`config.mk`:
```
export PLATFORM = sky130hd
export DESIGN_NAME = cmt_prover
export DESIGN_NICKNAME = d
export VERILOG_FILES = /design/src/rtl/cmt_prover.sv
export SDC_FILE = /design/constraint.sdc
export NUM_CORES = 2
export LEC_CHECK = 0
export ABC_CLOCK_PERIOD_IN_PS = 20300
export BUFFER_PORTS_ARGS = -buffer_cell sky130_fd_sc_hd__buf_2
export CORE_MARGIN = 2
export CORE_UTILIZATION = 65
export CTS_CLUSTER_DIAMETER = 200
export DETAILED_ROUTE_END_ITERATION = 8
export PLACE_DENSITY_LB_ADDON = 0.08
export SYNTH_ARGS = -nofsm -noshare
export SYNTH_HDL_FRONTEND = slang
export SYNTH_SLANG_ARGS = --single-unit
```
`constraint.sdc`:
```
create_clock -name clk -period 20.3 [get_ports clk]
set_clock_uncertainty 0.05 [all_clocks]
set_input_delay 1.015 -clock clk [delete_from_list [all_inputs] [get_ports clk]]
set_output_delay 1.015 -clock clk [all_outputs]
set_load 0.05 [all_outputs]
```
`src/rtl/cmt_prover.sv`:
```
// Layered arithmetic-circuit evaluator with a sumcheck-style round-polynomial helper.
// Circuit values are computed layer by layer from the inputs, one gate per cycle.
module cmt_prover #(
  parameter int unsigned NUM_LAYER = 3,
  parameter int unsigned LN_LAYER  = 1,
  parameter int unsigned G         = 3,
  parameter int unsigned LN_G      = 1,
  parameter int unsigned NUM_BITS  = 3,
  parameter int unsigned INT_WIDTH = 31
) (
  input  logic                          clk,
  input  logic                          nrst,
  input  logic                          cfg_we,
  input  logic [LN_LAYER:0]             cfg_layer,
  input  logic [LN_G:0]                 cfg_gate,
  input  logic                          cfg_isAdd,
  input  logic [LN_G:0]                 cfg_in0,
  input  logic [LN_G:0]                 cfg_in1,
  input  logic                          in_we,
  input  logic [LN_G:0]                 in_gate,
  input  logic [INT_WIDTH:0]            in_data,
  input  logic                          start,
  output logic                          busy,
  output logic                          ready,
  input  logic [LN_LAYER:0]             currLayer,
  input  logic [LN_G:0]                 currGate,
  output logic [INT_WIDTH:0]            result,
  input  logic                          sc_start,
  input  logic                          random,
  output logic [G:0][INT_WIDTH:0]       poly,
  input  logic [NUM_BITS:0]             gateSel,
  output logic [1:0][INT_WIDTH:0]       gateRslt
);

  localparam int unsigned RW = $clog2(NUM_BITS + 2);
  localparam logic [LN_LAYER:0] LastLayer = (LN_LAYER + 1)'(NUM_LAYER);
  localparam logic [LN_LAYER:0] LayerOne  = (LN_LAYER + 1)'(1);
  localparam logic [LN_G:0]     LastGate  = (LN_G + 1)'(G);
  localparam logic [LN_G:0]     GateOne   = (LN_G + 1)'(1);
  localparam logic [RW-1:0]     LastRound = RW'(NUM_BITS);
  localparam logic [RW-1:0]     RoundOne  = RW'(1);
  localparam logic [NUM_BITS:0] AllOnes   = '1;

  typedef enum logic [1:0] {StIdle, StEval, StReady} state_e;

  state_e state_q, state_d;

  // Value table: layer NUM_LAYER holds the circuit inputs.
  logic [INT_WIDTH:0] vals  [NUM_LAYER+1][G+1];
  logic               w_add [NUM_LAYER][G+1];
  logic [LN_G:0]      w_in0 [NUM_LAYER][G+1];
  logic [LN_G:0]      w_in1 [NUM_LAYER][G+1];

  logic [LN_LAYER:0]  ev_layer_q, ev_src;
  logic [LN_G:0]      ev_gate_q;
  logic [INT_WIDTH:0] ev_a, ev_b, ev_val;
  logic               ev_last;

  logic               active_q;
  logic [RW-1:0]      round_q;
  logic [NUM_BITS:0]  prefix_q;

  logic                   wr_ok;
  logic [LN_LAYER:0]      sc_layer, src_layer;
  logic [LN_G:0]          sc_in0, sc_in1;
  logic [INT_WIDTH:0]     opa, opb, sc_val, v0, v1;
  logic [1:0][NUM_BITS:0] cand;
  logic [1:0]             cand_ok;
  logic [NUM_BITS:0]      low_mask;

  assign wr_ok = (state_q != StEval);

  // FSM
  always_ff @(posedge clk or negedge nrst) begin
    if (!nrst) state_q <= StIdle;
    else       state_q <= state_d;
  end

  always_comb begin
    state_d = state_q;
    busy    = 1'b0;
    ready   = 1'b0;
    unique case (state_q)
      StIdle: begin
        if (start) state_d = StEval;
      end
      StEval: begin
        busy = 1'b1;
        if (ev_last) state_d = StReady;
      end
      StReady: begin
        ready = 1'b1;
        if (start)                state_d = StEval;
        else if (cfg_we || in_we) state_d = StIdle;
      end
      default: state_d = StIdle;
    endcase
  end

  // Evaluation walks layers top-down, gates 0..G within each layer.
  always_ff @(posedge clk or negedge nrst) begin
    if (!nrst) begin
      ev_layer_q <= '0;
      ev_gate_q  <= '0;
    end else if (start && state_q != StEval) begin
      ev_layer_q <= LastLayer - LayerOne;
      ev_gate_q  <= '0;
    end else if (state_q == StEval) begin
      if (ev_gate_q == LastGate) begin
        ev_gate_q  <= '0;
        ev_layer_q <= ev_layer_q - LayerOne;
      end else begin
        ev_gate_q <= ev_gate_q + GateOne;
      end
    end
  end

  assign ev_last = (ev_layer_q == '0) && (ev_gate_q == LastGate);
  assign ev_src  = ev_layer_q + LayerOne;

  always_comb begin
    ev_a   = vals[ev_src][w_in0[ev_layer_q][ev_gate_q]];
    ev_b   = vals[ev_src][w_in1[ev_layer_q][ev_gate_q]];
    ev_val = w_add[ev_layer_q][ev_gate_q] ? ev_a + ev_b : ev_a * ev_b;
  end

  // Tables carry no reset so a reset never wipes a loaded circuit.
  always_ff @(posedge clk) begin
    if (state_q == StEval) begin
      vals[ev_layer_q][ev_gate_q] <= ev_val;
    end else if (in_we) begin
      vals[LastLayer][in_gate] <= in_data;
    end
  end

  always_ff @(posedge clk) begin
    if (wr_ok && cfg_we && cfg_layer < LastLayer) begin
      w_add[cfg_layer][cfg_gate] <= cfg_isAdd;
      w_in0[cfg_layer][cfg_gate] <= cfg_in0;
      w_in1[cfg_layer][cfg_gate] <= cfg_in1;
    end
  end

  // Sumcheck round tracker; prefix is cleared on open so bits can be OR-ed in.
  always_ff @(posedge clk or negedge nrst) begin
    if (!nrst) begin
      active_q <= 1'b0;
      round_q  <= '0;
      prefix_q <= '0;
    end else if (sc_start && ready) begin
      active_q <= 1'b1;
      round_q  <= '0;
      prefix_q <= '0;
    end else if (active_q) begin
      prefix_q <= prefix_q | ((NUM_BITS + 1)'(random) << round_q);
      round_q  <= round_q + RoundOne;
      if (round_q == LastRound) active_q <= 1'b0;
    end
  end

  assign result = vals[currLayer][currGate];

  always_comb begin
    sc_layer   = (currLayer < LastLayer) ? currLayer : '0;
    src_layer  = currLayer + LayerOne;
    sc_in0     = w_in0[sc_layer][currGate];
    sc_in1     = w_in1[sc_layer][currGate];
    opa        = vals[src_layer][sc_in0];
    opb        = vals[src_layer][sc_in1];
    sc_val     = w_add[sc_layer][currGate] ? opa + opb : opa * opb;
    cand[0]    = {sc_in1, sc_in0};
    cand[1]    = {sc_in0, sc_in1};
    cand_ok[0] = 1'b1;
    cand_ok[1] = (sc_in0 != sc_in1);
    low_mask   = ~(AllOnes << round_q);
    v0         = '0;
    v1         = '0;
    for (int i = 0; i < 2; i++) begin
      if (cand_ok[i] && ((cand[i] ^ prefix_q) & low_mask) == '0) begin
        if (1'(cand[i] >> round_q)) v1 = v1 + sc_val;
        else                        v0 = v0 + sc_val;
      end
    end
    poly = '0;
    if (active_q && state_q == StReady && currLayer < LastLayer) begin
      poly[0] = v0;
      poly[1] = v1 - v0;
    end
  end

  always_comb begin
    gateRslt = '0;
    if (currLayer < LastLayer) begin
      gateRslt[1] = vals[src_layer][gateSel[NUM_BITS:LN_G+1]];
      gateRslt[0] = vals[src_layer][gateSel[LN_G:0]];
    end
  end

endmodule

```
==> results.md <==
- The initial core utilization is between 60% and 70%.
- The initialized floorplan defines 125 standard-cell rows.
- The clock-pin transition on the worst setup and hold timing paths is 0.06 ns.
- The pre-CTS setup slack is 2.543 ns.
- The maximum fanout along the worst path is 76.
- Using the TritonRoute via totals, the vias-per-cell ratio works out to 6.674.
- The critical path is of the input pin to primary output type.
- Cells fill 69.47% of the core in the end.
- The biggest area contributor in the post-synthesis netlist is sky130_fd_sc_hd__edfxtp_1.
- The most critical setup path has its startpoint at currLayer[0].
- The largest single stage delay on the critical path is 0.87 ns.
- In the post-route analysis, the smallest setup slack over all paths is around 2.4 ns.
- The maximum count of clock buffers along a single path is 3.
- In this run the count of I/O pins placed on the die edge is between 200 and 300.
- The CTS sink count is 586.
- The routability congestion estimate from global placement is about 1.0.
- The H-tree was split into 2 levels.
- The count of unique library cells instantiated by Yosys is between 80 and 90.
- The detailed router placed between 50,000 and 60,000 vias in this run.
- Counting flops and latches in the post-synthesis netlist gives 586.
- The cell count after synthesis is 7,066.
- The detail route stage leaves a number of antenna-violating nets equal to 0.
- Setup slack on the worst reg-to-reg path comes out at 7.37 ns.
- In the post-synthesis netlist, the biggest area contributors are sky130_fd_sc_hd__edfxtp_1, sky130_fd_sc_hd__fa_1, sky130_fd_sc_hd__mux4_2.
- STA classifies the critical path endpoint as a primary output.
- The number of global-route vias before repair is 59,390.
- The number of setup buffers added after CTS is 0.
- After global routing the overflow that remains totals 0.
- The wire-length estimate of the detail-placed layout is 187.7 mm.
- The first detailed-routing pass ran for 7 iterations.
- The critical path ends at poly[63].
- The sequential-to-total area share from yosys stat is 23.16%.
- The area overhead of the layout relative to synthesis is 6.388%.
- The count of input and output buffers is 219.
- The simple logic cell fraction of the synthesized area is a little over a tenth.
- In this run, post-CTS hold repair placed 0 buffers.
- After synthesis, the share of flip-flops with an asynchronous set or reset is between 2 and 2.5%.
- The max-capacitance violation count is 0.
- The mapped netlist covers 75,680 µm².
- The proportion of layout cells with a drive suffix above 1 is 15.67%.
- The number of synthesis warnings is 0.
- The commonest cells after synthesis are sky130_fd_sc_hd__inv_1, sky130_fd_sc_hd__fa_1, sky130_fd_sc_hd__nand2_1.
- In this run the standard cell core region covers roughly 120,000 µm².
- At the worst endpoint, the required time is between 15 and 20 ns.
- The cell at the root of the clock tree is sky130_fd_sc_hd__clkbuf_16.
- Based on the critical path, the design can be clocked at up to 55.80 MHz.
- The number of cells traversed by the worst register-to-register path is 35.
- The clock reaches the later pin of the worst-skew pair after 0.72 ns.
- TritonCTS created 61 clock buffers.
- Among all flip-flop cells after synthesis, the most frequent one is sky130_fd_sc_hd__edfxtp_1.
- The xor-xnor portion of the synthesized cell area is 3.358%.
- The tightest min-delay check is of the input pin to async pin type.
- The area of the die is 119,200 µm².
- For this run, design rule violations remaining after detail routing come to 0.
- The cell with the most instances on the worst path is sky130_fd_sc_hd__ha_1.
- From left edge to right edge, the die measures 345.2 µm.
- sky130_fd_sc_hd__inv_1 is the most common cell in the netlist.
- The final number of hold-violating endpoints is 0.
- The number of max-slew violations in the final report is 0.
- The average detailed-routed wire length per instance is 29.40 µm.
- The complex-gate fraction of the synthesized area is 6.435%.
- TritonCTS built the clock tree.
- The global-route wire length before repair is 380.1 mm.
- Setup repair after global routing left no endpoint under its margin.
- For the final routed database, the setup TNS stands at 0 ns.
- For this block, the initial DRC count from the detailed router was 6,655.
- The adder-cell share of the synthesized area is ~29%.
- Of the post-synthesis cell area, the dominant cell type holds approximately 23%.
- In this run, synthesis inferred 572 flip-flops with an integrated enable.
- The all-layer global routing usage is a little over two fifths.
- At the pin with the least slew margin, the transition time is 1.410 ns.
- The run finished with clean final reports.
- The worst path arrival time is approximately 17 ns.
- The highest-delay cell along the critical path is sky130_fd_sc_hd__ha_1.
- The vertical extent of the die is 345.2 µm.
- The clock period minus final worst setup slack is around 18 ns.
- Entering global routing, the biggest net connects 126 pins.
- The initial antenna violation count was 12.
- A synthesized cell averages 10.71 µm².
- Of the available clock period, the critical path in the final layout requires 88.28%.
- The net count of the finished layout is 8,404.
- The worst reg2reg path startpoint is ev_layer_q[0].
- The number of gates given a new drive strength after cts is 0.
- The final number of setup-violating endpoints is 0.
- The detailed-route wire length is 255.5 mm.
- The category of the worst setup path launch point is an input pin.
- The endpoint of the worst-slack reg-to-reg timing path is vals[0][90].
- In this run the tightest slew margin relative to its limit is 5.986%.
- The share of cell area taken by muxes after synthesis is 19.43%.
- The combinational family with the most area after synthesis is adder cells.
==> metal layers <==
layer  track usage [%]  part of all wire [%]  vias to the layer above
met3             11.41                    13                      945
li1                  -                     -                    23940
met2             66.73                    45                     4127
met1             54.66                    34                    28980
met5                 0                 0.027                        -
met4             29.09                   8.3                       10
==> critical path, delay by kind of cell <==
family / cells / cell delay [ns]
AO/OA/AOI/OAI: 15 / 4.20
adder cells (fa/ha/maj): 13 / 5.51
XOR/XNOR: 3 / 0.32
AND/OR/NAND/NOR: 7 / 1.21
buffers and inverters: 9 / 2.06
multiplexers: 6 / 2.49
==> metrics by stage <==
| step | hold slack (ns) | std cells | area [µm²] |
|---|---|---|---|
| 2_1_floorplan | 0.4085 | 7129 | 75920 |
| 3_3_place_gp | 0.4293 | 8575 | 78390 |
| 3_5_place_dp | 0.4432 | 8575 | 78390 |
| 4_1_cts | 0.2405 | 8690 | 80510 |
| 5_1_grt | 0.2611 | 8690 | 80510 |
| 6_report | 0.2652 | 8691 | 80510 |
==> kinds of logic (layout without fill, tap and decap cells) <==
group,after synthesis,count (layout)
AOI/OAI and AO/OA,770,770
xor gates and xnor gates,282,282
adders and majority gates,1232,1232
buffers and inverters,1528,1565
DFF,586,586
muxes,818,818
other,1,65
and+or+nand+nor,1849,1849
==> how the worst min path moves through the flow <==
stage | start | to | slack [ns] | cells past startpoint
floorplan | state_q[0] | state_q[0] | 0.41 | 1
global placement | state_q[0] | state_q[0] | 0.43 | 1
detailed placement | state_q[0] | state_q[0] | 0.44 | 1
CTS | nrst | ev_layer_q[0] | 0.24 | 1
global route | nrst | ev_gate_q[0] | 0.26 | 1
finish | nrst | ev_gate_q[0] | 0.27 | 1
==> placed cells by master (no fill, tap or decap), types with 10 or more instances in the layout <==
cell and count:
sky130_fd_sc_hd__conb_1 64, sky130_fd_sc_hd__a21oi_1 229, sky130_fd_sc_hd__ha_1 408, sky130_fd_sc_hd__dfrtp_1 13
sky130_fd_sc_hd__edfxtp_1 572, sky130_fd_sc_hd__nand2_1 782, sky130_fd_sc_hd__nand3_1 32, sky130_fd_sc_hd__mux2_2 55
sky130_fd_sc_hd__nand2b_1 23, sky130_fd_sc_hd__buf_4 137, sky130_fd_sc_hd__a21o_1 78, sky130_fd_sc_hd__o21a_1 35
sky130_fd_sc_hd__o211ai_1 13, sky130_fd_sc_hd__mux2i_1 231, sky130_fd_sc_hd__o31ai_1 16, sky130_fd_sc_hd__o21bai_1 19
sky130_fd_sc_hd__and2_1 170, sky130_fd_sc_hd__clkbuf_16 61, sky130_fd_sc_hd__inv_1 1079, sky130_fd_sc_hd__xnor2_1 205
sky130_fd_sc_hd__mux4_2 498, sky130_fd_sc_hd__a211oi_1 84, sky130_fd_sc_hd__buf_2 215, sky130_fd_sc_hd__a21boi_0 14
sky130_fd_sc_hd__a41oi_1 10, sky130_fd_sc_hd__nor3_1 42, sky130_fd_sc_hd__o21ai_0 136, sky130_fd_sc_hd__and3_1 22
sky130_fd_sc_hd__a21oi_2 26, sky130_fd_sc_hd__fa_1 821, sky130_fd_sc_hd__or3_1 20, sky130_fd_sc_hd__nand4_1 12
sky130_fd_sc_hd__clkinv_1 17, sky130_fd_sc_hd__a31oi_1 15, sky130_fd_sc_hd__clkinv_2 14, sky130_fd_sc_hd__nor2b_1 181
sky130_fd_sc_hd__nor2_1 503, sky130_fd_sc_hd__xor2_1 71
==> flip-flops by register name, indices dropped and copies added (netlist names) <==
signal,flops
prefix_q,4
vals,512
state_q,2
active_q,1
round_q,3
w_add,12
ev_layer_q,2
ev_gate_q,2
w_in0,24
w_in1,24
==> final cells by class <==
cell class	count	area, µm²
Multi-Input combinational cell	5015	52670
Clock inverter	47	574.3
Sequential cell	586	17530
Tap cell	1524	1907
Inverter	1094	4111
Clock buffer	68	1553
Fill cell	8488	35380
Antenna cell	1	2.502
Timing Repair Buffer	356	2171
Power is not shown: default switching activity piles up to over one toggle a cycle in this logic, so the estimate is an artifact.
